--- config.mk ---
export PLATFORM = sky130hd
export DESIGN_NAME = mem_stage
export DESIGN_NICKNAME = d
export VERILOG_FILES = /design/src/rtl/mem_stage.sv
export SDC_FILE = /design/constraint.sdc
export NUM_CORES = 1
export LEC_CHECK = 0
export CORE_MARGIN = 3
export CORE_UTILIZATION = 44
export CTS_BUF_LIST = sky130_fd_sc_hd__clkbuf_4
export CTS_CLUSTER_SIZE = 16
export DETAILED_ROUTE_END_ITERATION = 6
export HOLD_SLACK_MARGIN = 0.1
export PLACE_DENSITY = 0.91
export SYNTH_ARGS = -nofsm -noshare
export SYNTH_HDL_FRONTEND = slang
export SYNTH_SLANG_ARGS = --single-unit
--- constraint.sdc ---
create_clock -name clk -period 2.2 [get_ports clk]
set_clock_uncertainty 0.05 [all_clocks]
set_input_delay 0.33 -clock clk [delete_from_list [all_inputs] [get_ports clk]]
set_output_delay 0.33 -clock clk [all_outputs]
set_load 0.02 [all_outputs]
--- src/rtl/mem_stage.sv ---
// Memory stage of the RV32I pipeline: word loads/stores over a req/gnt/rvalid bus.
// Optional macro MEM_MISALIGN_CHECK_EN traps misaligned accesses instead of issuing them.
package mem_stage_pkg;
    typedef struct packed {
        logic [31:0] alu_result;
        logic [31:0] write_data;
        logic        mem_write;
        logic        mem_read;
        logic        reg_write;
        logic [4:0]  rd;
    } ex_to_mem_s;

    typedef struct packed {
        logic [31:0] result;
        logic        reg_write;
        logic [4:0]  rd;
    } mem_to_wb_s;
endpackage

module mem_stage
    import mem_stage_pkg::*;
#(
    parameter int XLEN = 32
) (
    input  logic            clk,
    input  logic            rst_n,
    input  ex_to_mem_s      ex_to_mem,
    input  logic            ex_valid,
    output logic            mem_stall,
    output logic            dmem_req,
    output logic            dmem_we,
    output logic [XLEN-1:0] dmem_addr,
    output logic [XLEN-1:0] dmem_wdata,
    input  logic            dmem_gnt,
    input  logic            dmem_rvalid,
    input  logic [XLEN-1:0] dmem_rdata,
    output mem_to_wb_s      mem_to_wb,
    output logic            wb_valid,
    output logic            misalign
);

    localparam logic [1:0] IDLE = 2'd0;
    localparam logic [1:0] REQ  = 2'd1;
    localparam logic [1:0] WAIT = 2'd2;
    localparam logic [1:0] DONE = 2'd3;

    logic [1:0]      state_reg;
    logic [XLEN-1:0] addr_reg;
    logic [XLEN-1:0] wdata_reg;
    logic [4:0]      rd_reg;
    logic            reg_write_reg;
    logic            store_reg;
    mem_to_wb_s      wb_reg;
    logic            wb_valid_reg;
    logic            misalign_reg;

    logic mem_op;
    logic is_store;
    logic misaligned;

    // Both read and write set decodes as a load.
    assign mem_op   = ex_to_mem.mem_read | ex_to_mem.mem_write;
    assign is_store = ex_to_mem.mem_write & ~ex_to_mem.mem_read;

`ifdef MEM_MISALIGN_CHECK_EN
    assign misaligned = (ex_to_mem.alu_result[1:0] != 2'b00);
`else
    assign misaligned = 1'b0;
`endif

    always_ff @(posedge clk) begin
        if (!rst_n) begin
            state_reg     <= IDLE;
            addr_reg      <= '0;
            wdata_reg     <= '0;
            rd_reg        <= '0;
            reg_write_reg <= 1'b0;
            store_reg     <= 1'b0;
            wb_reg        <= '0;
            wb_valid_reg  <= 1'b0;
            misalign_reg  <= 1'b0;
        end else begin
            wb_valid_reg <= 1'b0;
            misalign_reg <= 1'b0;
            case (state_reg)
                IDLE: begin
                    if (ex_valid) begin
                        if (mem_op) begin
                            addr_reg      <= ex_to_mem.alu_result;
                            wdata_reg     <= ex_to_mem.write_data;
                            rd_reg        <= ex_to_mem.rd;
                            reg_write_reg <= ex_to_mem.reg_write;
                            store_reg     <= is_store;
                            if (misaligned) begin
                                state_reg    <= DONE;
                                wb_reg       <= '{result: ex_to_mem.alu_result, reg_write: 1'b0, rd: ex_to_mem.rd};
                                wb_valid_reg <= 1'b1;
                                misalign_reg <= 1'b1;
                            end else begin
                                state_reg <= REQ;
                            end
                        end else begin
                            wb_reg       <= '{result: ex_to_mem.alu_result, reg_write: ex_to_mem.reg_write, rd: ex_to_mem.rd};
                            wb_valid_reg <= 1'b1;
                        end
                    end
                end
                REQ: begin
                    if (dmem_gnt) begin
                        if (store_reg) begin
                            state_reg    <= DONE;
                            wb_reg       <= '{result: addr_reg, reg_write: 1'b0, rd: rd_reg};
                            wb_valid_reg <= 1'b1;
                        end else begin
                            state_reg <= WAIT;
                        end
                    end
                end
                WAIT: begin
                    if (dmem_rvalid) begin
                        state_reg    <= DONE;
                        wb_reg       <= '{result: dmem_rdata, reg_write: reg_write_reg, rd: rd_reg};
                        wb_valid_reg <= 1'b1;
                    end
                end
                default: begin
                    // DONE: ex_valid still shows the retired op, so it is not re-accepted.
                    state_reg <= IDLE;
                end
            endcase
        end
    end

    assign mem_stall  = (state_reg == REQ) || (state_reg == WAIT) ||
                        ((state_reg == IDLE) && ex_valid && mem_op);
    assign dmem_req   = (state_reg == REQ);
    assign dmem_we    = store_reg;
    assign dmem_addr  = {addr_reg[XLEN-1:2], 2'b00};
    assign dmem_wdata = wdata_reg;
    assign mem_to_wb  = wb_reg;
    assign wb_valid   = wb_valid_reg;
    assign misalign   = misalign_reg;

endmodule

==> metrics.md <==
| Metric | Value |
|---|---|
| Final Max Tran Viols | `0` |
| CP Max Fanout | `4` |
| Clk_lat worst skew | `around 0.47 ns` |
| Drt total wl | `14590 um` |
| Initial Util | `a little under half` |
| CP Launch Type | `flop` |
| YS warnings | `0` |
| Drt drc | `0` |
| Hold buffer count at CTS | `0` |
| RSZ-0062 raised after global routing | `no` |
| Pwr Total | `8.009 mW` |
| Worst hold start | `ex_to_mem[31]` |
| Final Hold Fails | `0` |
| Pwr Density | `around 1100 mW/mm^2` |
| Num rows | `38` |
| DP HPWL | `between 10000 and 15000 um` |
| Synth Flop Type | `dfxtp_1` |
| Clock slew at reported path FFs | `0.16 ns` |
| CP max stage delay | `around 0.37 ns` |
| WP data required | `1.82 ns` |
| Io pins | `approximately 220` |
| CP Capture Type | `output port` |
| Cell count of the worst reg-to-reg path | `7` |
| Post-synthesis cell area | `slightly above 0.005 mm^2` |
| Nets | `910` |
| Slew HR | `between 40 and 50%` |
| Post-synthesis sequential element count | `approximately 110` |
| Crit Path Class | `flop to output port` |
| Critical R2R Launch | `state_reg[0]` |
| Largest net degree at the start of global routing | `78` |
| Worst hold endpoint | `dmem_wdata[23]` |
| RR Endpoint | `dmem_wdata[6]` |
| Die H | `about 110 um` |
| Area Growth Syn to Fin | `42.67%` |
| Detailed Route Iter0 Violations | `between 300 and 400` |
| Asr flop ratio synth | `0%` |
| Die Span X | `113.4 um` |
| R2R Setup Slk | `around 0.44 ns` |
| CP cell instances | `inv_1 > ha_2 > a31o_2 > clkbuf_2` |
| CTS tree | `done` |
| Sequential fraction of the synthesis area | `between 40% and 50%` |
| Initial antenna violation count | `0` |
| GRT Total Usage | `around 22%` |
| Root buf cell | `clkbuf_4` |
| H-tree levels | `3` |
| First-pass GRT wire length | `23400 um` |
| Setup_tns | `0 ns` |
| Syn Inst Count | `~640` |
| Filler cells | `912` |
| Worst Max-Slew Pin Slew | `about 0.75 ns` |
| N_diodes | `0` |
| CTS buffer count | `9` |
| Min Tclk post-route | `between 2 and 2.5 ns` |
| Final worst path period share | `between 90 and 100%` |
| Hold path depth | `3` |
| Post-synth EDFFs | `0` |
| DR vias | `between 4000 and 5000` |
| Max-cap violation count | `0` |
| WL per Instance | `roughly 16 um` |
| Gp weighted congestion | `about 0.8` |
| Vias per cell | `about 5.3` |
| Syn avg cell area | `around 7.9 um^2` |
| I/O Buffers | `around 210` |
| GRT Residual Overflow | `0` |
| Number of global-route vias before repair | `approximately 4800` |
| Status | `complete, no violations` |
| CP Data Arrival Time | `approximately 1.7 ns` |
| Die ar. | `between 0.01 and 0.015 mm^2` |
| Drt pass-1 iters | `5` |
| Deepest clock path buffer count | `2` |
| F_max | `0.4856 GHz` |
| Max VDD drop | `about 0.0012 V` |
| Slowest-stage cell, CP | `dfxtp_2` |
| Fraction of layout cells with a size suffix above 1 | `5.000%` |
| Core area | `about 0.011 mm^2` |
| Setup-failing EPs final | `0` |
| Synth unique cells | `25` |
| Routed Antenna Nets | `0` |
| Number of flip-flops in the largest register | `38` |
| Hold Path Class | `input port to flop` |
| P_leak | `2.768 nW` |
| Sink Count | `between 100 and 150` |
cell families after synthesis:
kind of cell             after synthesis  share of synthesized area, %
other                                  1                       0.07384
multiplexers                          38                         7.489
buffers and inverters                 97                         10.15
adder cells (fa/ha/maj)                6                         1.478
AO/OA/AOI/OAI                        156                         19.22
AND/OR/NAND/NOR                      231                         17.44
flip-flops                           112                         44.15
stage by stage:
| step | worst slack, ns | hold slack, ns | util (%) | area (um^2) | instances |
|---|---|---|---|---|---|
| after global placement | 0.01668 | 0.3909 | 64.21 | 7113 | 924 |
| after CTS | 0.002511 | 0.3238 | 65.43 | 7248 | 940 |
| final | 0.1407 | 0.3307 | 65.41 | 7246 | 940 |
| after floorplan | 0.3634 | 0.3866 | - | 5086 | 643 |
| after detailed placement | 0.01080 | 0.3959 | 64.21 | 7113 | 924 |
| after global routing | 0.06136 | 0.3053 | 65.41 | 7246 | 940 |
worst max-delay path by stage:
stage          cells after the start    startpoint       endpoint
2_1_floorplan                      8  state_reg[0]  mem_to_wb[14]
3_3_place_gp                       4  ex_to_mem[7]      mem_stall
3_5_place_dp                       4  ex_to_mem[7]      mem_stall
4_1_cts                            4  state_reg[0]      mem_stall
5_1_grt                            4  state_reg[0]      mem_stall
6_report                           4  state_reg[0]      mem_stall
synthesized netlist by cell type, types with 2 or more instances:
library cell  count  area share [%]
nand2_1         220              16
nor2b_1           3            0.37
clkbuf_1         41             3.0
buf_1             6            0.44
nand3_1           4            0.39
a22oi_1          33             4.9
mux2i_1          38             7.5
o211ai_1         37             5.5
o21ai_0           8            0.79
a21oi_1          71             7.0
o31ai_1           2            0.30
buf_6             3            0.67
ha_1              6             1.5
inv_1            10            0.74
buf_2             4            0.39
nor3_1            3            0.30
dfxtp_1         112              44
buf_4            33             4.9
per-layer routing:
| metal | vias up | wire (um) | track usage, % |
|---|---|---|---|
| met4 | 0 | 141 | 5.128 |
| met3 | 11 | 1389 | 7.586 |
| li1 | 2431 | - | - |
| met1 | 2303 | 5807 | 26.25 |
| met5 | - | 0 | 0 |
| met2 | 197 | 7249 | 39.49 |
where the power goes:
group	leakage [nW]	internal (mW)	switching (mW)
registers	0.916	2.51	0.270
logic	1.78	1.84	2.38
clock network	0.0719	0.355	0.654
total	2.77	4.71	3.30
worst max-delay path: cells and delay by family (launching register included):
kind                       cells  cell delay, ns
AOI/OAI and AO/OA              1            0.23
adders and majority gates      1            0.32
DFF                            1            0.37
buffers and inverters          2            0.28
cell usage in the layout (no fill, tap or decap), types with 2 or more instances in the layout:
cell,count
a21oi_1,71
a22oi_1,33
buf_12,6
buf_4,10
clkbuf_4,10
clkdlybuf4s50_1,209
clkinv_1,2
conb_1,3
dfxtp_1,111
ha_1,5
inv_1,8
inv_2,2
mux2i_1,38
nand2_1,219
nand3_1,3
nor2b_1,2
nor3_1,3
o211ai_1,37
o21ai_0,8
o31ai_1,2
area by class of cell:
| type | count | area, um^2 | share of cell area (%) |
|---|---|---|---|
| Clock inverter | 6 | 58.81 | 0.8116 |
| Tap cell | 140 | 175.2 | 2.418 |
| Clock buffer | 10 | 75.07 | 1.036 |
| Sequential cell | 112 | 2243 | 30.96 |
| Multi-Input combinational cell | 434 | 2346 | 32.38 |
| Inverter | 10 | 37.54 | 0.5180 |
| Timing Repair Buffer | 228 | 2310 | 31.88 |
what timing repair did:
action,CTS,global route
gates resized for setup,4,2
gates cloned,0,0
setup endpoints to repair,2,2
setup buffers,0,0
(Power assumes the default switching activity.)
